### config.mk
export PLATFORM = sky130hd
export DESIGN_NAME = usb_rx_phy
export DESIGN_NICKNAME = d
export VERILOG_FILES = /design/src/rtl/usb_rx_phy.sv
export SDC_FILE = /design/constraint.sdc
export NUM_CORES = 1
export LEC_CHECK = 0
export BUFFER_PORTS_ARGS = -buffer_cell sky130_fd_sc_hd__buf_2
export CORE_MARGIN = 3
export CORE_UTILIZATION = 38
export CTS_CLUSTER_SIZE = 16
export DETAILED_ROUTE_END_ITERATION = 10
export MAX_ROUTING_LAYER = met4
export PLACE_DENSITY = 0.55
export SYNTH_ARGS = -nofsm -noshare
export SYNTH_HDL_FRONTEND = slang
export SYNTH_SLANG_ARGS = --single-unit
### constraint.sdc
create_clock -name clk48 -period 2.1 [get_ports clk48]
set_input_delay 0 -clock clk48 [delete_from_list [all_inputs] [get_ports clk48]]
set_output_delay 0 -clock clk48 [all_outputs]
set_load 0.005 [all_outputs]
### src/rtl/usb_rx_phy.sv
// usb_rx_phy: USB full-speed receive PHY.
// Synchronizes D+/D-, recovers bit timing at 4x oversampling, detects SYNC,
// NRZI-decodes, removes stuffed bits and assembles bytes LSB first.
// Optional macro USB_RX_STUFF_CHECK_EN: a 1 in a stuffed-bit slot aborts the
// packet with rx_error; when undefined the stuffed bit is dropped silently.
module usb_rx_phy #(
  parameter int SYNC_STAGES  = 2,  // must be >= 2
  parameter int SYNC_TIMEOUT = 16
) (
  input  logic       clk48,
  input  logic       rst,
  input  logic       usb_d_p,
  input  logic       usb_d_n,
  output logic [7:0] rx_data,
  output logic       rx_valid,
  output logic       rx_active,
  output logic       rx_eop,
  output logic       rx_error
);

  localparam int CntW = $clog2(SYNC_TIMEOUT + 1);

  typedef enum logic [1:0] {LsSe0 = 2'd0, LsJ = 2'd1, LsK = 2'd2} line_e;
  typedef enum logic [1:0] {StIdle, StSync, StData, StEop} state_e;

  logic [SYNC_STAGES-1:0] r_dp_sync;
  logic [SYNC_STAGES-1:0] r_dn_sync;
  line_e                  w_line;
  line_e                  r_line;
  logic [1:0]             r_phase;
  logic                   w_sample;
  logic                   w_nrzi;

  state_e                 r_state;
  line_e                  r_prev;
  logic [CntW-1:0]        r_sync_cnt;
  logic [2:0]             r_bit_cnt;
  logic [2:0]             r_ones;
  logic [7:0]             r_shift;

  // Input synchronizer; resets to the J (idle) line state.
  always_ff @(posedge clk48) begin
    if (rst) begin
      r_dp_sync <= '1;
      r_dn_sync <= '0;
    end else begin
      r_dp_sync <= {r_dp_sync[SYNC_STAGES-2:0], usb_d_p};
      r_dn_sync <= {r_dn_sync[SYNC_STAGES-2:0], usb_d_n};
    end
  end

  // Line-state decode; SE1 is folded into J.
  always_comb begin
    w_line = LsJ;
    if (!r_dp_sync[SYNC_STAGES-1] && !r_dn_sync[SYNC_STAGES-1]) begin
      w_line = LsSe0;
    end else if (!r_dp_sync[SYNC_STAGES-1] && r_dn_sync[SYNC_STAGES-1]) begin
      w_line = LsK;
    end
  end

  // Phase counter restarts on every line change so samples land mid-bit.
  always_ff @(posedge clk48) begin
    if (rst) begin
      r_line  <= LsJ;
      r_phase <= 2'd0;
    end else begin
      r_line  <= w_line;
      r_phase <= (w_line != r_line) ? 2'd0 : r_phase + 2'd1;
    end
  end

  assign w_sample = (r_phase == 2'd2);
  assign w_nrzi   = (r_line == r_prev);

  // Receive FSM with registered outputs; pulses default low every cycle.
  always_ff @(posedge clk48) begin
    if (rst) begin
      r_state    <= StIdle;
      r_prev     <= LsJ;
      r_sync_cnt <= '0;
      r_bit_cnt  <= 3'd0;
      r_ones     <= 3'd0;
      r_shift    <= 8'h00;
      rx_data    <= 8'h00;
      rx_valid   <= 1'b0;
      rx_active  <= 1'b0;
      rx_eop     <= 1'b0;
      rx_error   <= 1'b0;
    end else begin
      rx_valid <= 1'b0;
      rx_eop   <= 1'b0;
      rx_error <= 1'b0;
      if (w_sample) begin
        unique case (r_state)
          StIdle: begin
            if (r_line == LsK) begin
              r_state    <= StSync;
              r_prev     <= LsK;
              r_sync_cnt <= '0;
            end
          end
          StSync: begin
            if (r_line == LsSe0) begin
              r_state <= StIdle;
            end else if (r_line == LsK && r_prev == LsK) begin
              // Trailing KK of SYNC; the run-of-ones count starts fresh with data.
              r_state   <= StData;
              r_prev    <= r_line;
              rx_active <= 1'b1;
              r_bit_cnt <= 3'd0;
              r_ones    <= 3'd0;
            end else begin
              r_prev <= r_line;
              if (r_sync_cnt == CntW'(SYNC_TIMEOUT - 1)) begin
                r_state <= StIdle;
              end else begin
                r_sync_cnt <= r_sync_cnt + 1'b1;
              end
            end
          end
          StData: begin
            if (r_line == LsSe0) begin
              r_state   <= StEop;
              r_bit_cnt <= 3'd0;
              if (r_bit_cnt != 3'd0) begin
                rx_error <= 1'b1;
              end
            end else begin
              r_prev <= r_line;
              if (r_ones == 3'd6) begin
                // Stuffed-bit slot: never enters the byte.
                r_ones <= 3'd0;
`ifdef USB_RX_STUFF_CHECK_EN
                if (w_nrzi) begin
                  rx_error  <= 1'b1;
                  rx_active <= 1'b0;
                  r_state   <= StEop;
                  r_bit_cnt <= 3'd0;
                end
`endif
              end else begin
                r_ones  <= w_nrzi ? r_ones + 3'd1 : 3'd0;
                r_shift <= {w_nrzi, r_shift[7:1]};
                if (r_bit_cnt == 3'd7) begin
                  rx_data  <= {w_nrzi, r_shift[7:1]};
                  rx_valid <= 1'b1;
                end
                r_bit_cnt <= r_bit_cnt + 3'd1;
              end
            end
          end
          StEop: begin
            if (r_line == LsJ) begin
              rx_eop    <= 1'b1;
              rx_active <= 1'b0;
              r_state   <= StIdle;
            end
          end
          default: r_state <= StIdle;
        endcase
      end
    end
  end

endmodule

Yosys cells after proc, flatten, opt, wreduce, memory -nomap -nowiden
Index checks and enable logic that the tools add are counted.
W data, S select, Z words.
- input bits: 4
- register bits after elaboration: 43
- output and inout port bits: 12
- multiplexer cells: 33
- bitwise operators: 5
- equal/unequal tests: 23
- add/subtract/negate cells: 4
- reduce and logical (&&, ||, !) cells: 25
- operators by type and width (cell ; number):
    $reduce_and A5 Y1 ; 5
    $mux W3 ; 7
    $mux W2 ; 10
    $mux W5 ; 4
    $ne A2 B2 Y1 const B ; 9
    $pmux W3 S2 ; 2
    $eq A2 B2 Y1 const B ; 5
    $pmux W5 S2 ; 1
    $pmux W2 S4 ; 1
    $reduce_and A4 Y1 ; 2
    $reduce_bool A2 Y1 ; 4
    $add A3 B1 Y3 const B ; 2
    $eq A3 B3 Y1 const B ; 2
    $mux W1 ; 6
    $reduce_and A6 Y1 ; 1
    $add A5 B1 Y5 const B ; 1
    $eq A5 B4 Y1 const B ; 1
    $not A1 Y1 ; 5
    $reduce_or A5 Y1 ; 1
    $eq A2 B1 Y1 const B ; 2
    $logic_not A2 Y1 ; 2
    $ne A4 B4 Y1 const B ; 1
    $pmux W2 S2 ; 1
    $reduce_or A2 Y1 ; 2
    other kinds (10) ; 13

Longest topological paths before layout
Gate-level depths: netlist of run 1.
- depth in word-level cells: 6
- depth in mapped cells: 9
- mapped depth without buffers: 8

Worst setup path after synthesis of run 1
OpenSTA, ideal clock, no wires.
- path kind: register to register
- start point: register r_sync_cnt[0]
- end point: register r_sync_cnt[3]
- required time: 2.030 ns
- setup time: 0.070 ns
- arrival time: 1.774 ns
- stages on the path, launching flop included: 9
- path buffers: 0
- path slack: 0.256 ns
- clock period less this slack: 1.844 ns
- path through: dfxtp_1 -> ha_1 -> and3_1 -> ha_1 -> nand2b_1 -> a21oi_1 -> o211ai_2 -> or3_1 -> a21oi_1
- longest elaborated chain between the ends: 5
- RTL lines (what ; line ; source):
    from (decl) ; 36 ; logic [CntW-1:0] r_sync_cnt;
    from (signal assigned) ; 118 ; r_sync_cnt <= r_sync_cnt + 1'b1;
    $add A5 B1 Y5 ; 118 ;
    $mux W5 ; 115 ; if (r_sync_cnt == CntW'(SYNC_TIMEOUT - 1)) begin
    $mux W5 ; 106 ; end else if (r_line == LsK && r_prev == LsK) begin
    $mux W5 ; 104 ; if (r_line == LsSe0) begin
    $pmux W5 S2 ; 95 ; unique case (r_state)
Several ways; a longest one is shown, not always the timed one. The select of a mux whose other input is x is not followed.
A chain may end at the register's enable or synchronous reset.

Final worst setup path of run 1
Same ends and word-level chain as after synthesis.

==> results_dict.tcl, run 1 <==
set metrics [dict create \
    postCtsResizedCells 0 \
    ant_nets 0 \
    finalSetupTns_ns 0 \
    wl_met1_mm 1.95 \
    avgRoutedWirePerCell_um 11.7 \
    drc 0 \
    drt_iter0_markers 67 \
    setup_viol 0 \
    holdWs_ns 0.193 \
    row_count 25 \
    seq_area_frac_synth 0.433 \
    firstDrtPassIters 4 \
    dieHeight_um 77.5 \
    antennaDiodeCount 0 \
    drt-total-wl_mm 3.58 \
    report.final.slew_viol_count 0 \
    hold_class "in -> reg" \
    yosysMostFrequentCell "dfxtp_1" \
    areaGrowthSynthToFinish_pct 14.6 \
    syn_inst 217 \
    p_leak_uw 0.000844 \
    worst_slew_pin_slew_ns 0.593 \
    yosysWarnings 0 \
    syn_area_mm2 0.00194 \
    grt-ovfl-total 0 \
    endpoint_kind "flip-flop" \
    die_area_mm2 0.00601 \
    finalClockSkew_ns 0.00653 \
    worst_path_max_delay_cell "or3_1" \
    vdd_ir_drop_max_mv 0.491 \
    crit_chain "ha_1, and3_1, ha_1, nand2b_1, a21oi_1, o211ai_2, or3_1, a21oi_1" \
    slew_headroom 0.605 \
    gp_congestion 0.820 \
    rsz0062_at_grt "no" \
    finalHoldViolCount 0 \
    required_ns 2.32 \
    yosysTopAreaCellShare 0.433 \
    grt_pass1_vias 1378 \
    dp.final_hpwl_mm 2.51 \
    slowest_delay_ns 0.38 \
    pin_count 16 \
    syn-num-nets 233 \
    crit_path_max_fanout 7 \
    synth_common_cells "dfxtp_1, nand2_1, a21oi_1, nor2_1" \
    dp_cells 296 \
    antenna_found_initial 0 \
    grt.total_usage 0.130 \
    wl_met2_mm 1.46 \
    port-buffer-count 15 \
    worst-r2r-cell-count 8 \
    h-tree-depth 2 \
    final_cells 306 \
    nets 254 \
    cts-root-buf "clkbuf_8" \
    yosys.area.top_type "dfxtp_1" \
    syn_avg_cell_area_um2 8.95 \
    cts_sinks 42 \
    coreArea_mm2 0.00482 \
    ys_top_cells_by_area "dfxtp_1, ha_1, a21oi_1, nand2_1, mux2i_1" \
    layout-drive-gt1-share 0.163 \
    die_w_um 77.5 \
    p_per_area_mw_per_mm2 669 \
    insertion_delay_ns 0.29 \
    ys_types 38 \
    critPathKind "reg -> reg" \
    path_clk_slew_ns 0.08 \
    fmax_mhz 510 \
    start_util 0.403 \
    cts_setup_buffers 0 \
    synth_async_sr_flop_share 0 \
    fillers 500 \
    routed_via_density 4.87 \
    grt_max_degree 34 \
    maxUsedRoutingLayer "met4" \
    cts_tree "done" \
    vias 1489 \
    yosys_register_bits 42 \
    cts_buffers 5 \
    min_period_ns 1.96 \
    grt_pass1_wl_mm 6.22 \
    fin_crit_sh 0.934 \
    cts_buffer_depth 2 \
    arrival_ns 2.19 \
    min_path_cells 2 \
    synth_edf_count 0 \
    drv_cap 0 \
    status "finished, final reports clean" \
    cp-start-kind "flip-flop" \
    ys.flop_type "dfxtp_1" \
    wl_met3_um 117 \
]
==> layout by cell type (no fill, tap or decap), types with 5 or more instances in the layout <==
master     n
a21oi_1   21
mux2i_1    8
nor2_1    19
ha_1      12
buf_2     15
nor2b_1   10
inv_1     11
buf_4      7
o21ai_0    7
clkbuf_8   5
nand3_1   12
nand2b_1   5
nand2_1   23
dfxtp_1   42
==> timing repair <==
action,CTS,global route
hold buffers,2,0
setup endpoints to repair,0,0
endpoints found under the hold margin,2,0
==> stage by stage <==
step                power [uW]  area [um2]   util  worst slack [ns]
floorplan                  858        1940      -             0.256
global placement           872        2100  0.435             0.176
detailed placement         872        2100  0.435             0.134
CTS                       1510        2230  0.462             0.128
global route              1550        2230  0.462           0.00213
finish                    1490        2230  0.462             0.139
==> critical path: cells and delay by family (launching register included) <==
kind | cells | cell delay (ns)
AOI/OAI and AO/OA | 3 | 0.47
adders and majority gates | 2 | 0.37
DFF | 1 | 0.33
and+or+nand+nor | 3 | 0.72
==> cell type report <==
cell class                 instances  area, um2  share of cell area
clock buffer                       6       72.6              0.0326
clock inverter                     2       37.5              0.0169
multi-input combinational        154       1000               0.450
timing repair buffer              24        148              0.0663
inverter                          11       41.3              0.0185
sequential                        42        841               0.378
tap                               67       83.8              0.0377
==> report_power, final <==
group          switching, uW  internal (uW)  total (uW)
combinational           27.8           18.2        46.0
sequential              4.91            804         809
clock                    279            355         633
==> logic make-up after synthesis <==
kind of cell	after synthesis	share of synthesized area
flip-flops	42	0.433
XOR/XNOR	4	0.0180
AND/OR/NAND/NOR	90	0.237
adder cells (fa/ha/maj)	12	0.0773
AO/OA/AOI/OAI	39	0.137
multiplexers	9	0.0470
buffers and inverters	21	0.0515
==> per-layer routing <==
layer / track usage / vias up
li1: - / 782
met1: 0.182 / 681
met2: 0.181 / 21
met3: 0.0348 / 5
met4: 0.0427 / 0
met5: - / -
==> state kept, by name, indices dropped and copies added (netlist names), 2 cells and up, named ones only <==
signal,cells
r_dp_sync,2
r_shift,7
r_dn_sync,2
r_ones,3
r_prev,2
rx_data,8
r_bit_cnt,3
r_sync_cnt,5
r_line,2
r_phase,2
==> worst paths after layout <==
kind	start	to	slack (ns)
worst max-delay path	r_sync_cnt[0]	r_sync_cnt[3]	0.14
worst min-delay path	rst	r_shift[2]	0.19
worst max register to register	r_sync_cnt[0]	r_sync_cnt[3]	0.14
worst min register to register	r_phase[0]	r_phase[0]	0.41
No activity file was read; power rests on OpenSTA's default activity.
==> run 2: changes to the inputs <==
--- a/config.mk
+++ b/config.mk
@@ -5,6 +5,7 @@
 export SDC_FILE = /design/constraint.sdc
 export NUM_CORES = 1
 export LEC_CHECK = 0
+export ABC_AREA = 1
 export BUFFER_PORTS_ARGS = -buffer_cell sky130_fd_sc_hd__buf_2
 export CORE_MARGIN = 3
 export CORE_UTILIZATION = 38
==> run 2 against run 1 <==
Against the previous run: routed wire length rose by 12%; synthesized area increased by 4.0%; sequential power barely moved; global-route usage grew 2.1 points; final area grew 3.0%; clock-buffer cell count unchanged; critical path type unchanged; critical endpoint is now r_shift[1]; largest cell class unchanged; highest routed layer unchanged.
==> results_dict.tcl, run 2 <==
set metrics [dict create \
    seq_power_share 0.540 \
    required_ns 2.29 \
    setup_viol 0 \
    yosysTopAreaCellShare 0.416 \
    min_period_ns 1.60 \
    layout-drive-gt1-share 0.178 \
    dieHeight_um 78.9 \
    areaGrowthSynthToFinish_pct 13.5 \
    synth_edf_count 0 \
    syn_area_mm2 0.00202 \
    grt_pass1_vias 1596 \
    finalHoldViolCount 0 \
    cts_setup_buffers 0 \
    top_regs "rx_data (8), r_shift (7), r_sync_cnt (5)" \
    r2r_setup_slack_ns 0.50 \
    drv_cap 0 \
    p_per_area_mw_per_mm2 652 \
    grt_pass1_wl_mm 7.21 \
    hp-start "rst" \
    cp-start-kind "flip-flop" \
    seq_area_frac_synth 0.416 \
    synth_common_cells "nand2_1, nor2_1, dfxtp_1, inv_1, nand3_1" \
    largest_reg_flops 8 \
    nets 313 \
    coreArea_mm2 0.00494 \
    pin_count 16 \
    drt-total-wl_mm 4.01 \
    yosysWarnings 0 \
    cts_tree "done" \
    yosys_register_bits 42 \
    mostFrequentLayoutCells "nand2_1, nor2_1, dfxtp_1" \
    insertion_delay_ns 0.29 \
    p_switching_uw 320 \
    h-tree-depth 2 \
    status "finished, final reports clean" \
    routed_via_density 4.61 \
    yosys.area.top_type "dfxtp_1" \
    finalClockSkew_ns 0.00470 \
    syn-num-nets 292 \
    ant_nets 0 \
    slew_headroom 0.728 \
    ys.flop_type "dfxtp_1" \
    yosysMostFrequentCell "nand2_1" \
    report.final.slew_viol_count 0 \
    p_clk_frac 0.429 \
    vdd_ir_drop_max_mv 0.324 \
    p_leak_uw 0.00108 \
    r2r_end "r_shift[1]" \
    critPathKind "reg -> reg" \
    syn_inst 276 \
    arrival_ns 1.79 \
    fmax_mhz 626 \
    port-buffer-count 15 \
    finalSetupTns_ns 0 \
    start_util 0.409 \
    worst-r2r-cell-count 8 \
    gp_congestion 0.779 \
    grt_max_degree 17 \
    vias 1681 \
    pwr-share-comb 0.031 \
    min_path_cells 2 \
    fillers 519 \
    die_w_um 78.9 \
    final_cells 365 \
    mostFrequentLayoutCell "nand2_1" \
    antenna_found_initial 0 \
    whs_endpoint "r_sync_cnt[4]" \
    path_clk_slew_ns 0.08 \
    grt.total_usage 0.151 \
    cts_buffers 5 \
    worst_slew_pin_slew_ns 0.407 \
    rsz0062_at_grt "no" \
    cts_sinks 42 \
    avgRoutedWirePerCell_um 11.0 \
    p_sw_frac 0.214 \
    die_area_mm2 0.00623 \
    cts-root-buf "clkbuf_8" \
    grt-ovfl-total 0 \
    regMostFlops "rx_data" \
    drt_iter0_markers 102 \
    dp_cells 355 \
    hold_class "in -> reg" \
    endpoint_kind "flip-flop" \
    internal-power_uw 1170 \
    crit_path_max_fanout 10 \
    cts_buffer_depth 2 \
    drc 0 \
    synth_async_sr_flop_share 0 \
    syn_avg_cell_area_um2 7.32 \
    row_count 25 \
    worstReg2RegStart "r_state[0]" \
    ys_types 32 \
    antennaDiodeCount 0 \
    ys_top_cells_by_area "dfxtp_1, nand2_1, nor2_1, ha_1, inv_1" \
    dp.final_hpwl_mm 2.95 \
    fin_crit_sh 0.761 \
    firstDrtPassIters 4 \
]
-- run 2: changes by cell type after synthesis, moves of 6 or more --
cell / delta
a21oi_1: -13
inv_1: +21
inv_2: +6
mux2i_1: -8
nand2_1: +38
nand2_2: +7
nand3_1: +10
nor2_1: +24
nor2_2: +7
nor2b_1: -10
-- run 2: cells by family (layout without fill, tap and decap cells) --
| kind of cell | Yosys count | count (layout) | synth area share |
|---|---|---|---|
| xor gates and xnor gates | 1 | 1 | 0.00434 |
| adders and majority gates | 12 | 12 | 0.0743 |
| and+or+nand+nor | 153 | 153 | 0.346 |
| DFF | 42 | 42 | 0.416 |
| buffers and inverters | 43 | 65 | 0.0861 |
| AOI/OAI and AO/OA | 25 | 25 | 0.0737 |
-- run 2: per-stage QoR --
stage / utilization / instance area (um2) / hold WS [ns] / power [uW] / setup slack [ns]
3_5_place_dp: 0.438 / 2160 / 0.187 / 870 / 0.527
3_3_place_gp: 0.438 / 2160 / 0.183 / 869 / 0.525
5_1_grt: 0.464 / 2290 / 0.0917 / 1550 / 0.305
2_1_floorplan: - / 2020 / 0.0730 / 856 / 0.651
6_report: 0.464 / 2290 / 0.0655 / 1490 / 0.502
4_1_cts: 0.464 / 2290 / 0.0654 / 1520 / 0.483
-- run 2: layout make-up --
| type | count | area, um2 | area share |
|---|---|---|---|
| clock buffers | 6 | 72.6 | 0.0316 |
| clock inverters | 2 | 37.5 | 0.0164 |
| inverters | 38 | 143 | 0.0622 |
| multi-input cells | 191 | 1010 | 0.439 |
| flip-flops and latches | 42 | 841 | 0.367 |
| well taps | 67 | 83.8 | 0.0366 |
| repair buffers | 19 | 110 | 0.0480 |
-- run 2: repair_timing --
action                                 CTS  global route
hold buffers                             2             0
gates resized for setup                  0             0
endpoints found under the hold margin    2             0
-- run 2: worst max-delay path by stage --
stage / startpoint / end / slack (ns) / depth (start not counted)
after floorplan: r_sync_cnt[0] / r_sync_cnt[4] / 0.65 / 10
after global placement: r_state[0] / rx_data[7] / 0.53 / 7
after detailed placement: r_state[0] / rx_data[0] / 0.53 / 7
after CTS: r_state[0] / rx_data[0] / 0.48 / 7
after global routing: r_state[0] / r_bit_cnt[2] / 0.30 / 9
final: r_state[0] / r_shift[1] / 0.50 / 8
-- run 2: metal layers --
metal	wire length, um	vias up	share of wire	GRT usage
met3	147	6	0.037	0.0442
met2	1740	23	0.43	0.230
met4	49	0	0.012	0.0412
met1	2070	747	0.52	0.196
li1	-	905	-	-
met5	0	-	0	-
-- run 2: power groups by stage --
stage / registers (uW) / clock network [uW] / logic, uW
2_1_floorplan: 825 / 0 / 31.6
3_3_place_gp: 826 / 0 / 43.3
3_5_place_dp: 826 / 0 / 43.7
4_1_cts: 807 / 666 / 46.6
5_1_grt: 809 / 691 / 52.5
6_report: 807 / 641 / 46.0
-- run 2: critical path, cell delays in order, from the launching register on --
cell	delay, ns
dfxtp_1	0.36
inv_1	0.10
ha_1	0.23
nand2_1	0.11
nor3_2	0.25
buf_4	0.21
inv_2	0.08
nor2_1	0.11
nor2_1	0.05
